[config.mk]
export PLATFORM = sky130hd
export DESIGN_NAME = mem_read_arbiter
export DESIGN_NICKNAME = d
export VERILOG_FILES = /design/src/rtl/mem_read_arbiter.sv
export SDC_FILE = /design/constraint.sdc
export NUM_CORES = 1
export LEC_CHECK = 0
export ABC_AREA = 1
export CAP_MARGIN = 20
export CORE_MARGIN = 5
export CORE_UTILIZATION = 23
export DETAILED_ROUTE_END_ITERATION = 6
export GPL_ROUTABILITY_DRIVEN = 0
export PLACE_DENSITY = 0.82
export REMOVE_ABC_BUFFERS = 1
export SLEW_MARGIN = 20
export SYNTH_ARGS = -nofsm -noshare
export SYNTH_HDL_FRONTEND = slang
export SYNTH_SLANG_ARGS = --single-unit
[constraint.sdc]
create_clock -name clk -period 1.2 [get_ports clk]
set_input_delay 0.12 -clock clk [delete_from_list [all_inputs] [get_ports clk]]
set_output_delay 0.12 -clock clk [all_outputs]
set_load 0.005 [all_outputs]
[src/rtl/mem_read_arbiter.sv]
// rtl/mem_read_arbiter.sv - round-robin IF/LS arbiter for the shared memory read port
// Grants one read per cycle and routes mem_rdata back via a MEM_LATENCY-deep tag pipeline.
module mem_read_arbiter #(
  parameter int ADDR_W      = 32,
  parameter int DATA_W      = 32,
  parameter int MEM_LATENCY = 1
) (
  input  logic              clk,
  input  logic              rst,
  input  logic              if_req_valid,
  input  logic [ADDR_W-1:0] if_req_addr,
  output logic              if_req_ready,
  output logic              if_resp_valid,
  output logic [DATA_W-1:0] if_resp_data,
  input  logic              ls_req_valid,
  input  logic [ADDR_W-1:0] ls_req_addr,
  output logic              ls_req_ready,
  output logic              ls_resp_valid,
  output logic [DATA_W-1:0] ls_resp_data,
  output logic [ADDR_W-1:0] mem_addr,
  output logic              mem_r_enable,
  input  logic [DATA_W-1:0] mem_rdata
);

  logic                   last_ls_q, last_ls_d;
  logic [MEM_LATENCY-1:0] tag_vld_q, tag_vld_d;
  logic [MEM_LATENCY-1:0] tag_ls_q, tag_ls_d;
  logic                   grant_if, grant_ls;

  // On a tie the port that did not win last time gets the grant.
  always_comb begin
    grant_if = 1'b0;
    grant_ls = 1'b0;
    if (!rst) begin
      if (if_req_valid && ls_req_valid) begin
        grant_if = last_ls_q;
        grant_ls = !last_ls_q;
      end else begin
        grant_if = if_req_valid;
        grant_ls = ls_req_valid;
      end
    end
  end

  always_comb begin
    last_ls_d = last_ls_q;
    if (grant_if) begin
      last_ls_d = 1'b0;
    end else if (grant_ls) begin
      last_ls_d = 1'b1;
    end
  end

  always_comb begin
    tag_vld_d    = '0;
    tag_ls_d     = '0;
    tag_vld_d[0] = grant_if || grant_ls;
    tag_ls_d[0]  = grant_ls;
    for (int i = 1; i < MEM_LATENCY; i++) begin
      tag_vld_d[i] = tag_vld_q[i-1];
      tag_ls_d[i]  = tag_ls_q[i-1];
    end
  end

  always_ff @(posedge clk) begin
    if (rst) begin
      last_ls_q <= 1'b1;
      tag_vld_q <= '0;
      tag_ls_q  <= '0;
    end else begin
      last_ls_q <= last_ls_d;
      tag_vld_q <= tag_vld_d;
      tag_ls_q  <= tag_ls_d;
    end
  end

  assign if_req_ready = grant_if;
  assign ls_req_ready = grant_ls;
  assign mem_r_enable = grant_if || grant_ls;
  assign mem_addr     = grant_if ? if_req_addr : (grant_ls ? ls_req_addr : '0);

  // Masked during rst so a read landing in the reset cycle is dropped too.
  assign if_resp_valid = !rst && tag_vld_q[MEM_LATENCY-1] && !tag_ls_q[MEM_LATENCY-1];
  assign ls_resp_valid = !rst && tag_vld_q[MEM_LATENCY-1] &&  tag_ls_q[MEM_LATENCY-1];
  assign if_resp_data  = mem_rdata;
  assign ls_resp_data  = mem_rdata;

endmodule
[Word-level counts from Yosys, hierarchy flattened]
Index checks and enable logic that the tools add are counted.
Operators by class
  reduce and logical (&&, ||, !) cells: 9
  mux-type cells: 8
Operator list (number)
  $mux W32: 2
  $mux W1: 6
  $logic_and A1 B1 Y1: 4
  $logic_not A1 Y1: 3
  $reduce_bool A2 Y1: 1
  $logic_or A1 B1 Y1: 1
Word-level totals
  register bits after elaboration: 3
  input bits: 100
  word-level logic and storage cells: 20
  output and inout bits: 101

[Depth between registers and ports, before layout]
  depth in word-level cells: 5
  gate-level depth with buffers: 5
  mapped depth without buffers: 4

[Worst setup path after synthesis]
Ideal clock, no wire load.
  kind: reg2out
  from: register last_ls_q
  to: output mem_addr[6]
  slack: 0.256 ns
  required time: 1.080 ns
  data arrival time: 0.824 ns
  cell stages (with the launch flop): 6
  buffers on the path: 1
  cells stage by stage: dfxtp_1 inv_1 nand2_1 clkbuf_8 nand3_1 nand2_1
Between the ends
  longest elaborated chain between the ends: 5
  elaborated cells on any way between the ends: 7
  those cells by class: mux: 6; reduce/logical: 1
Ends and longest elaborated chain
  start, declared: RTL line 25  | logic last_ls_q, last_ls_d;
  start signal, assigned: RTL line 71  | last_ls_q <= last_ls_d;
  $logic_not A1 Y1: RTL line 37  | grant_ls = !last_ls_q;
  $mux W1: RTL line 35  | if (if_req_valid && ls_req_valid) begin
  $mux W1: RTL line 34  | if (!rst) begin
  $mux W32: RTL line 80  | assign mem_addr = grant_if ? if_req_addr : (grant_ls ? ls_req_addr : '0);
  $mux W32 (*): RTL line 80
  end, declared: RTL line 20  | output logic [ADDR_W-1:0] mem_addr,
Mark *: on every way between the ends. The rest lies on a longest branch, timed or not.

[Final worst setup path]
  from: register last_ls_q
  to: output mem_addr[7]
Same word-level chain as after synthesis.

==> impl_metrics.py <==
metrics = {
    "synth": {
        "synth_top_area_cell": "buf_4",
        "synthesis.instances": 200,
        "yosysMostFrequentCell": "buf_4",
        "synthTopCellsByArea": "buf_4 (39%), nand4_1 (16%), nand2_1 (11%)",
        "ys_ff_latch": 3,
        "syn_area_mm2": 0.00128,
        "ys.warnings.count": 0,
        "ys_seq_area_share_pct": 4.67,
        "synth_ff_type": "dfxtp_1",
        "async_flop_share_pct": 0,
        "synth_cell_types": 16,
        "syn_area_per_cell_um2": 6.42,
        "synth.top_cell.area_share_pct": 38.6,
        "synth_common_cells": "buf_4 (66), nand2_1 (37), nand4_1 (32), nand3_1 (26), nor2_1 (7)",
        "synth-edff-count": 0,
    },
    "status": {
        "status": "finished with violations",
        "violations": "negative setup slack",
    },
    "critical_path": {
        "r2r_start": "last_ls_q$_SDFFE_PP1P_",
        "worstPathArrival_ps": 1330,
        "reg2reg_setup_slack_ps": 110,
        "path_delay_family": "buffers and inverters",
        "critPathMaxStageDelay_ps": 350,
        "crit_required_ps": 1080,
        "critical_path_class": "reg -> out",
        "reg2regPathDepth": 6,
        "end_kind": "output port",
        "cp_max_fo": 4,
        "path_buf_inv": 4,
        "cp-start-kind": "flip-flop",
        "cp_cell_sequence": "inv_4 > nand2_4 > buf_12 > bufbuf_16 > nand3_2 > nand2_1 > buf_2",
        "slowest_stage": "dfxtp_4",
        "regToRegEndpoint": "last_ls_q$_SDFFE_PP1P_",
    },
    "clock_tree": {
        "root_buffer": "clkbuf_8",
        "path_clk_slew_ps": 40,
        "cts_tree": "built",
        "numCtsBuffers": 3,
        "insertion_delay_ps": 220,
        "clockBufferDepth": 2,
        "htreeDepth": 1,
        "clock_sinks": 3,
    },
    "global_route": {
        "antenna_found_initial": 0,
        "grt.busiest_layer": "met2",
        "overflow": 0,
        "grtUsageMet3_pct": 19.6,
        "grt_pass1_vias": 1718,
        "grtUsageTotal_pct": 22.9,
        "grt_pass1_wl_um": 12000,
        "use_met2_pct": 40.6,
        "use_met1_pct": 19.8,
        "grt_max_degree": 28,
    },
    "worst_hold_path": {
        "hold_class": "in -> out",
        "hp-start": "mem_rdata[18]",
        "holdPathStages": 0,
        "whs_endpoint": "ls_resp_data[18]",
    },
    "floorplanning": {
        "num_io_pins": 201,
        "dieArea_mm2": 0.00718,
        "die_h_um": 84.7,
        "initial_core_util_pct": 23.5,
        "core-area_mm2": 0.00547,
        "num_rows": 27,
        "die_x_um": 84.7,
    },
    "timing": {
        "setup_viol": 34,
        "relSlewSlack_pct": 83.5,
        "final_max_slew_viol_count": 0,
        "setup_slack_ps": -251,
        "hold_violations": 0,
        "finClkSkew_ps": 0.194,
        "period_share_pct": 121,
        "rsz0062_at_grt": "yes",
        "worstMarginPinSlew_ps": 245,
        "fin_crit_ps": 1450,
        "max_freq_ghz": 0.689,
    },
    "route": {
        "routed_wl_um": 9130,
        "vias": 1720,
        "first_iter_violations": 53,
        "avgRoutedWirePerCell_um": 27.6,
        "drc": 0,
        "drt.antenna.violating_nets": 0,
        "drt_first_pass_iters": 5,
        "vias_per_cell": 5.20,
    },
    "cells_and_area": {
        "area_growth_syn_to_layout_pct": 84.2,
        "multi_input_comb_area_um2": 751,
        "antenna_cells": 0,
        "fill_cells": 565,
        "nets": 360,
        "drive_gt1_share_pct": 42.9,
        "seqCellArea_um2": 63.8,
    },
    "power_and_ir_drop": {
        "p_per_area_mw_per_mm2": 538,
        "leakagePower_nw": 1.13,
        "power.total_mw": 1.27,
        "peakVddDrop_mv": 0.321,
    },
    "placement": {
        "port-buffer-count": 104,
        "dp_hpwl_um": 6830,
        "pre_cts_ws_ps": -612,
    },
    "run": {
        "drv_cap": 0,
    },
}
[placed cells by master (no fill, tap or decap), drive strengths merged]
master         count
dfxtp              3
dlygate4sd2        3
bufbuf             1
buf               63
clkdlybuf4s50     64
nand4             32
nand2             37
inv                5
o21ai              2
nor3               1
clkdlybuf4s15      2
clkbuf             6
nor2               8
nand3             32
[state kept, by name (all words and copies together) (netlist names)]
signal     flops
tag_ls_q       1
tag_vld_q      1
last_ls_q      1
[cell type report]
| type | instances | share of cell area [%] |
|---|---|---|
| Inverter | 5 | 1.00 |
| Tap cell | 72 | 3.81 |
| Sequential cell | 3 | 2.70 |
| Clock buffer | 4 | 1.90 |
| Timing Repair Buffer | 135 | 58.9 |
| Multi-Input combinational cell | 112 | 31.7 |
[kinds of logic after synthesis]
kind of cell / after synthesis / share of synthesized area [%]
compound gates: 2 / 0.779
buf+inv: 85 / 50.0
flops: 3 / 4.67
simple gates: 110 / 44.5
[power breakdown]
part	internal (mW)	switching [mW]	total, mW
sequential	0.108	0.00694	0.115
combinational	0.510	0.339	0.849
clock	0.228	0.0810	0.309
total	0.846	0.427	1.27
[through the flow]
stage	std cells	utilization (%)	hold WS [ps]	cell area [µm²]	TNS, ps
6_report	331	43.3	240	2370	-6410
5_1_grt	331	43.3	240	2370	-8130
4_1_cts	331	42.6	240	2330	-6550
3_5_place_dp	308	35.8	240	1960	-21580
3_3_place_gp	308	35.8	240	1960	-20760
2_1_floorplan	120	-	192	663	-4250
[how the worst max path moves through the flow]
| stage | startpoint | to | slack (ps) | depth (start not counted) |
|---|---|---|---|---|
| 2_1_floorplan | last_ls_q$_SDFFE_PP1P_ | mem_addr[10] | -140 | 4 |
| 3_3_place_gp | ls_req_valid | mem_r_enable | -590 | 5 |
| 3_5_place_dp | rst | mem_addr[23] | -610 | 6 |
| 4_1_cts | last_ls_q$_SDFFE_PP1P_ | mem_addr[1] | -250 | 8 |
| 5_1_grt | last_ls_q$_SDFFE_PP1P_ | mem_addr[13] | -300 | 8 |
| 6_report | last_ls_q$_SDFFE_PP1P_ | mem_addr[7] | -250 | 7 |
[layer usage]
metal | part of all wire, % | vias to the layer above | wire, µm
met1 | 30 | 791 | 2730
met2 | 50 | 172 | 4540
met5 | 0.74 | - | 68
met4 | 1.2 | 2 | 114
li1 | - | 738 | -
met3 | 18 | 17 | 1680
[timing repair]
item | in CTS | in global routing
hold buffers | 0 | 0
pin swaps | 27 | 17
endpoints found under the setup margin | 37 | 35
gates cloned | 6 | 1
resized for setup | 199 | 10
buffers inserted | 14 | 2
Note: power is estimated with default switching activity, not from simulation.
